==> src/rtl/rst_pulse_gen.sv <==
// Programmable-width active-low reset pulse generator with Busy/Done handshake.
// Define RST_PULSE_HOLDOFF_EN to add a settle window after each pulse before Done.
module rst_pulse_gen #(
    parameter int PULSE_CYCLES   = 4,
    parameter int HOLDOFF_CYCLES = 8
) (
    input  logic CLK,
    input  logic RST,
    input  logic Req,
    output logic Soft_RST,
    output logic Busy,
    output logic Done
);

    localparam int MAX_CYCLES = (PULSE_CYCLES > HOLDOFF_CYCLES) ? PULSE_CYCLES : HOLDOFF_CYCLES;
    localparam int CNT_W      = $clog2(MAX_CYCLES + 1);

    localparam logic [CNT_W-1:0] CNT_ZERO   = {CNT_W{1'b0}};
    localparam logic [CNT_W-1:0] CNT_ONE    = CNT_W'(1);
    localparam logic [CNT_W-1:0] PULSE_LOAD = CNT_W'(PULSE_CYCLES - 1);

`ifdef RST_PULSE_HOLDOFF_EN
    localparam logic [CNT_W-1:0] HOLD_LOAD  = CNT_W'(HOLDOFF_CYCLES - 1);

    typedef enum logic [1:0] {
        IDLE    = 2'd0,
        ASSERT  = 2'd1,
        HOLDOFF = 2'd2
    } state_e;
`else
    typedef enum logic [1:0] {
        IDLE    = 2'd0,
        ASSERT  = 2'd1
    } state_e;
`endif

    state_e           state_q, state_d;
    logic [CNT_W-1:0] cnt_q, cnt_d;
    logic             pend_q, pend_d;
    logic             soft_rst_q, soft_rst_d;
    logic             busy_q, busy_d;
    logic             done_q, done_d;

    // Next-state and next-output logic; Done defaults low so it only ever lasts one cycle
    always_comb begin
        state_d    = state_q;
        cnt_d      = cnt_q;
        pend_d     = pend_q;
        soft_rst_d = soft_rst_q;
        busy_d     = busy_q;
        done_d     = 1'b0;
        case (state_q)
            IDLE: begin
                if (Req || pend_q) begin
                    state_d    = ASSERT;
                    cnt_d      = PULSE_LOAD;
                    pend_d     = 1'b0;
                    soft_rst_d = 1'b0;
                    busy_d     = 1'b1;
                end else begin
                    soft_rst_d = 1'b1;
                    busy_d     = 1'b0;
                end
            end
            ASSERT: begin
                // Requests arriving mid-operation, including on the completion edge, merge into one
                pend_d = pend_q || Req;
                if (cnt_q == CNT_ZERO) begin
`ifdef RST_PULSE_HOLDOFF_EN
                    state_d    = HOLDOFF;
                    cnt_d      = HOLD_LOAD;
                    soft_rst_d = 1'b1;
`else
                    state_d    = IDLE;
                    soft_rst_d = 1'b1;
                    busy_d     = 1'b0;
                    done_d     = 1'b1;
`endif
                end else begin
                    cnt_d = cnt_q - CNT_ONE;
                end
            end
`ifdef RST_PULSE_HOLDOFF_EN
            HOLDOFF: begin
                pend_d = pend_q || Req;
                if (cnt_q == CNT_ZERO) begin
                    state_d = IDLE;
                    busy_d  = 1'b0;
                    done_d  = 1'b1;
                end else begin
                    cnt_d = cnt_q - CNT_ONE;
                end
            end
`endif
            default: begin
                state_d    = IDLE;
                cnt_d      = CNT_ZERO;
                pend_d     = 1'b0;
                soft_rst_d = 1'b0;
                busy_d     = 1'b0;
            end
        endcase
    end

    // State, counter, pending flag and registered outputs
    always_ff @(posedge CLK or negedge RST) begin
        if (!RST) begin
            state_q    <= IDLE;
            cnt_q      <= CNT_ZERO;
            pend_q     <= 1'b0;
            soft_rst_q <= 1'b0;
            busy_q     <= 1'b0;
            done_q     <= 1'b0;
        end else begin
            state_q    <= state_d;
            cnt_q      <= cnt_d;
            pend_q     <= pend_d;
            soft_rst_q <= soft_rst_d;
            busy_q     <= busy_d;
            done_q     <= done_d;
        end
    end

    assign Soft_RST = soft_rst_q;
    assign Busy     = busy_q;
    assign Done     = done_q;

endmodule

==> config.mk <==
export PLATFORM = sky130hd
export DESIGN_NAME = rst_pulse_gen
export DESIGN_NICKNAME = d
export VERILOG_FILES = /design/src/rtl/rst_pulse_gen.sv
export SDC_FILE = /design/constraint.sdc
export NUM_CORES = 1
export LEC_CHECK = 0
export BUFFER_PORTS_ARGS = -buffer_cell sky130_fd_sc_hd__clkbuf_2
export CORE_AREA = 5 5 42 44
export DETAILED_ROUTE_END_ITERATION = 16
export DIE_AREA = 0 0 47 49
export GPL_ROUTABILITY_DRIVEN = 0
export PLACE_DENSITY = 0.56
export SLEW_MARGIN = 10
export SYNTH_ARGS = -nofsm -noshare
export SYNTH_HDL_FRONTEND = slang
export SYNTH_SLANG_ARGS = --single-unit
==> constraint.sdc <==
create_clock -name CLK -period 1.35 [get_ports CLK]
set_input_delay 0.27 -clock CLK [delete_from_list [all_inputs] [get_ports CLK]]
set_output_delay 0.27 -clock CLK [all_outputs]
set_load 0.05 [all_outputs]
Yosys cells after proc, flatten, opt, wreduce, memory -nomap -nowiden
Index checks and enable logic that the tools add are counted.
Widths: inputs -> output; s select.
- flip-flop bits (word level): 10
- bits in latches: 0
- bits in writable memories: 0
- memory bits (read-only): 0
- output and inout port bits: 3
- word-level logic and storage cells: 32
- memories: 0
- add/sub/neg operators: 1
- multiply operators: 0
- divide/modulo/power cells: 0
- order comparisons: 0
- eq/ne operators: 4
- shift-type cells: 0
- mux-type cells: 16
- bitwise gates (word level): 0
- reduce and logical (&&, ||, !) cells: 5
- operators with widths (cell ; count):
    $mux 4 ; 2
    $pmux 4 s2 ; 1
    $mux 1 ; 7
    $ne 2x2->1 const B ; 3
    $pmux 1 s2 ; 3
    $logic_not 4->1 ; 1
    $mux 2 ; 2
    $pmux 2 s2 ; 1
    $reduce_and 2->1 ; 2
    $sub 4x1->4 const B ; 1
    $eq 2x1->1 const B ; 1
    $logic_not 2->1 ; 1
    $logic_or 1x1->1 ; 1

Logic depth before layout (Yosys ltp)
- depth in word-level cells: 3
- gate-level depth with buffers: 5

Worst setup path after synthesis
OpenSTA, ideal clock, no wires.
- path kind: reg2reg
- start: reg cnt_q[0]
- end: reg cnt_q[3]
- setup time: 81 ps
- data arrival time: 1283 ps
- data required time: 1269 ps
- path slack: -14 ps
- cell stages (with the launch flop): 4
- path buffers: 0
- cell sequence: dfrtp_1 -> or3_1 -> or4b_1 -> o211ai_2
- longest elaborated chain between the ends: 3
- elaborated cells between the ends (all ways): 6
- classes of those cells: 1 x add/sub; 1 x eq/ne; 2 x mux; 2 x reduce/logical
- RTL lines (element ; line ; RTL):
    from (decl) ; 38 ; logic [CNT_W-1:0] cnt_q, cnt_d;
    from (signal assigned) ; 116 ; cnt_q <= cnt_d;
    $sub 4x1->4 or $logic_not 4->1 (tied branches) ; 80, 68 ;
    $mux 4 or $ne 2x2->1 (tied branches) ; n/a ;
    $pmux 4 s2 or $reduce_and 2->1 (tied branches) ; n/a ;
Parallel ways exist; a longest one is shown, timed or not. The select of a mux whose other input is x is not followed.
A chain may end at the register's enable or synchronous reset.

Final worst setup path
- start: reg cnt_q[2]
- end: reg cnt_q[3]
The elaborated chain is that of the path after synthesis.

==> impl_metrics.toml <==
[critical_path]
path_max_fanout = 2
crit_path_end_kind = "flip-flop"
cp-start-kind = "flip-flop"
critPathRequiredTime_ns = 1.55
crit_type = "flip-flop to flip-flop"
ff2ff_path_depth = 3
arrival_ns = 1.60
r2r_slack_ns = -0.05

[routing]
first_pass_iters = 4
vias = 297
avgRoutedWirePerCell_microns = 11.86
viasPerCell = 4.569
drc = 0
ant_nets = 0
drt_wl_total_microns = 771
drt_iter0_drc = 7

[flow_run]
max-cap-violations = 0

[clock_tree]
clk_pin_slew_worst_paths_ns = 0.07
cts.sinks = 9
clk_latency_ns = 0.27
cts_post_setup_buffers_inserted = 0
cts_buffers = 3
root_buffer = "clkbuf_4"
tritoncts = "built"
htreeDepth = 1
cts_max_path_buffers = 2

[timing]
hold_viol_final = 0
fin_crit_sh_pct = 103.9
worst_pin_slew_ns = 0.3774
tns_ns = -0.06949
setup_slack_ns = -0.05322
skew_ns = 0.0006096
rsz0062_at_grt = "yes"
setup_viol = 2
fin_crit_ns = 1.403
slew_viol_final = 0
relSlewSlack_pct = 74.75
max_freq_mhz = 712.6
hold_ws_ns = 0.3136

[global_route]
grt_use_met3_pct = 4.428
grt_overflow = 0
antenna_found_initial = 0
track_usage_pct = 8.813
top_usage_layer = "met1"
use_met2_pct = 10.18
first_global_vias = 291
met1_usage_pct = 11.76
grt_pass1_wl_microns = 1338
grt_max_degree = 10

[yosys]
synth_edf_count = 0
synth_area_per_cell_sq_um = 11.61
synth_cell_types = 22
syn_area_sq_um = 417.9
async_flop_share_pct = 100.0
syn_inst = 36
ys_seq_elements = 9
synth_flop_cell = "dfrtp_1"
synth_warnings = 0
ys_seq_area_share_pct = 53.89
synth_nets = 41

[pwr]
switching_share_pct = 40.58
netSwitchingPower_uw = 585.2
power.density_nw_per_um2 = 2625
power_frac_clock_pct = 15.2
p_leak_nw = 0.2584
power.internal_uw = 856.8
finalPower_mw = 1.442
p_comb_share_pct = 51.0
ir_worst_vdd_uv = 1203
p_seq_share_pct = 33.8

[floorplanning]
dieArea_sq_um = 2303
ios = 6
initial_core_util_pct = 29.82
rows = 14
coreArea_sq_um = 1401
die_h_microns = 49
fp.dieW_microns = 47

[final_layout]
mostFrequentLayoutCell = "dfrtp_1"
layout.nets = 55
final_cell_area_sq_um = 549.3
area_growth_pct = 31.44
drive_gt1_share_pct = 38.78
layout_common_cells = "9 x dfrtp_1, 5 x clkbuf_2, 4 x buf_4"
final_core_util_pct = 39.20
fill_cells = 153
antenna_cells = 0

[place]
portBuffers = 5
dp_hpwl_microns = 567.6
dpl_cell_area_sq_um = 489.2

[hold_path]
min_path_cells = 3
hp-class = "input port to flip-flop"

[outcome]
status = "finished with violations"
violations = "negative setup slack"
-- cell usage after synthesis, types with 2 or more instances --
library cell  n  area (sq um)
nor2_1        2         7.510
inv_1         2         7.510
dfrtp_1       9         225.2
nor2b_1       3         18.77
nand2_1       2         7.510
ha_1          2         25.02
-- power by group through the flow --
stage	clock network [mW]	logic, mW	registers, mW
floorplan	0	0.355	0.602
global placement	0	0.664	0.489
detailed placement	0	0.667	0.491
CTS	0.231	0.673	0.486
global route	0.253	0.810	0.510
finish	0.219	0.736	0.487
-- final cells by class --
type	count	area (sq um)	area share, %
Multi-Input combinational cell	24	203.9	37.13
Clock buffer	3	22.52	4.100
Inverter	2	7.507	1.367
Clock inverter	1	5.005	0.9112
Sequential cell	9	225.2	41.00
Timing Repair Buffer	10	65.06	11.85
Tap cell	16	20.02	3.645
-- repair_timing --
item	CTS	global route
gates cloned	0	0
hold buffers	1	0
pin swaps	0	1
endpoints found under the setup margin	1	4
resized for setup	0	5
endpoints found under the hold margin	9	0
-- through the flow --
stage,instances,setup slack (ns)
2_1_floorplan,36,-0.01403
6_report,65,-0.05322
5_1_grt,65,-0.1057
3_3_place_gp,60,-0.01855
4_1_cts,65,-0.06262
3_5_place_dp,60,-0.04060
-- path summary, 6_finish.rpt --
path,start,end
max,cnt_q[2],cnt_q[3]
min,Req,state_q[0]
max reg2reg,cnt_q[2],cnt_q[3]
min reg2reg,Soft_RST,Soft_RST
max in group asynchronous,RST,cnt_q[1]
min in group asynchronous,RST,cnt_q[3]
-- logic make-up after synthesis --
| group | count (synthesis) | synth area share (%) |
|---|---|---|
| mux | 2 | 5.090 |
| flops | 9 | 53.89 |
| fa+ha+maj | 2 | 5.987 |
| compound gates | 7 | 13.47 |
| buf+inv | 3 | 2.694 |
| simple gates | 13 | 18.86 |
-- registers in the layout (all words and copies together), names as in the netlist --
signal / cells
Done: 1
cnt_q: 4
state_q: 1
Soft_RST: 1
pend_q: 1
Busy: 1
-- metal layers --
layer  wire length, microns  up-vias
met3                     48        3
li1                       -      153
met1                    368      134
met5                      0        -
met4                     29        0
met2                    324        7
-- critical path, stage by stage (launching register included) --
cell and delay (ns):
dfrtp_1 0.39, or3_4 0.39, or4b_4 0.48, o211ai_2 0.07
Power figures use the tool's default switching activity.
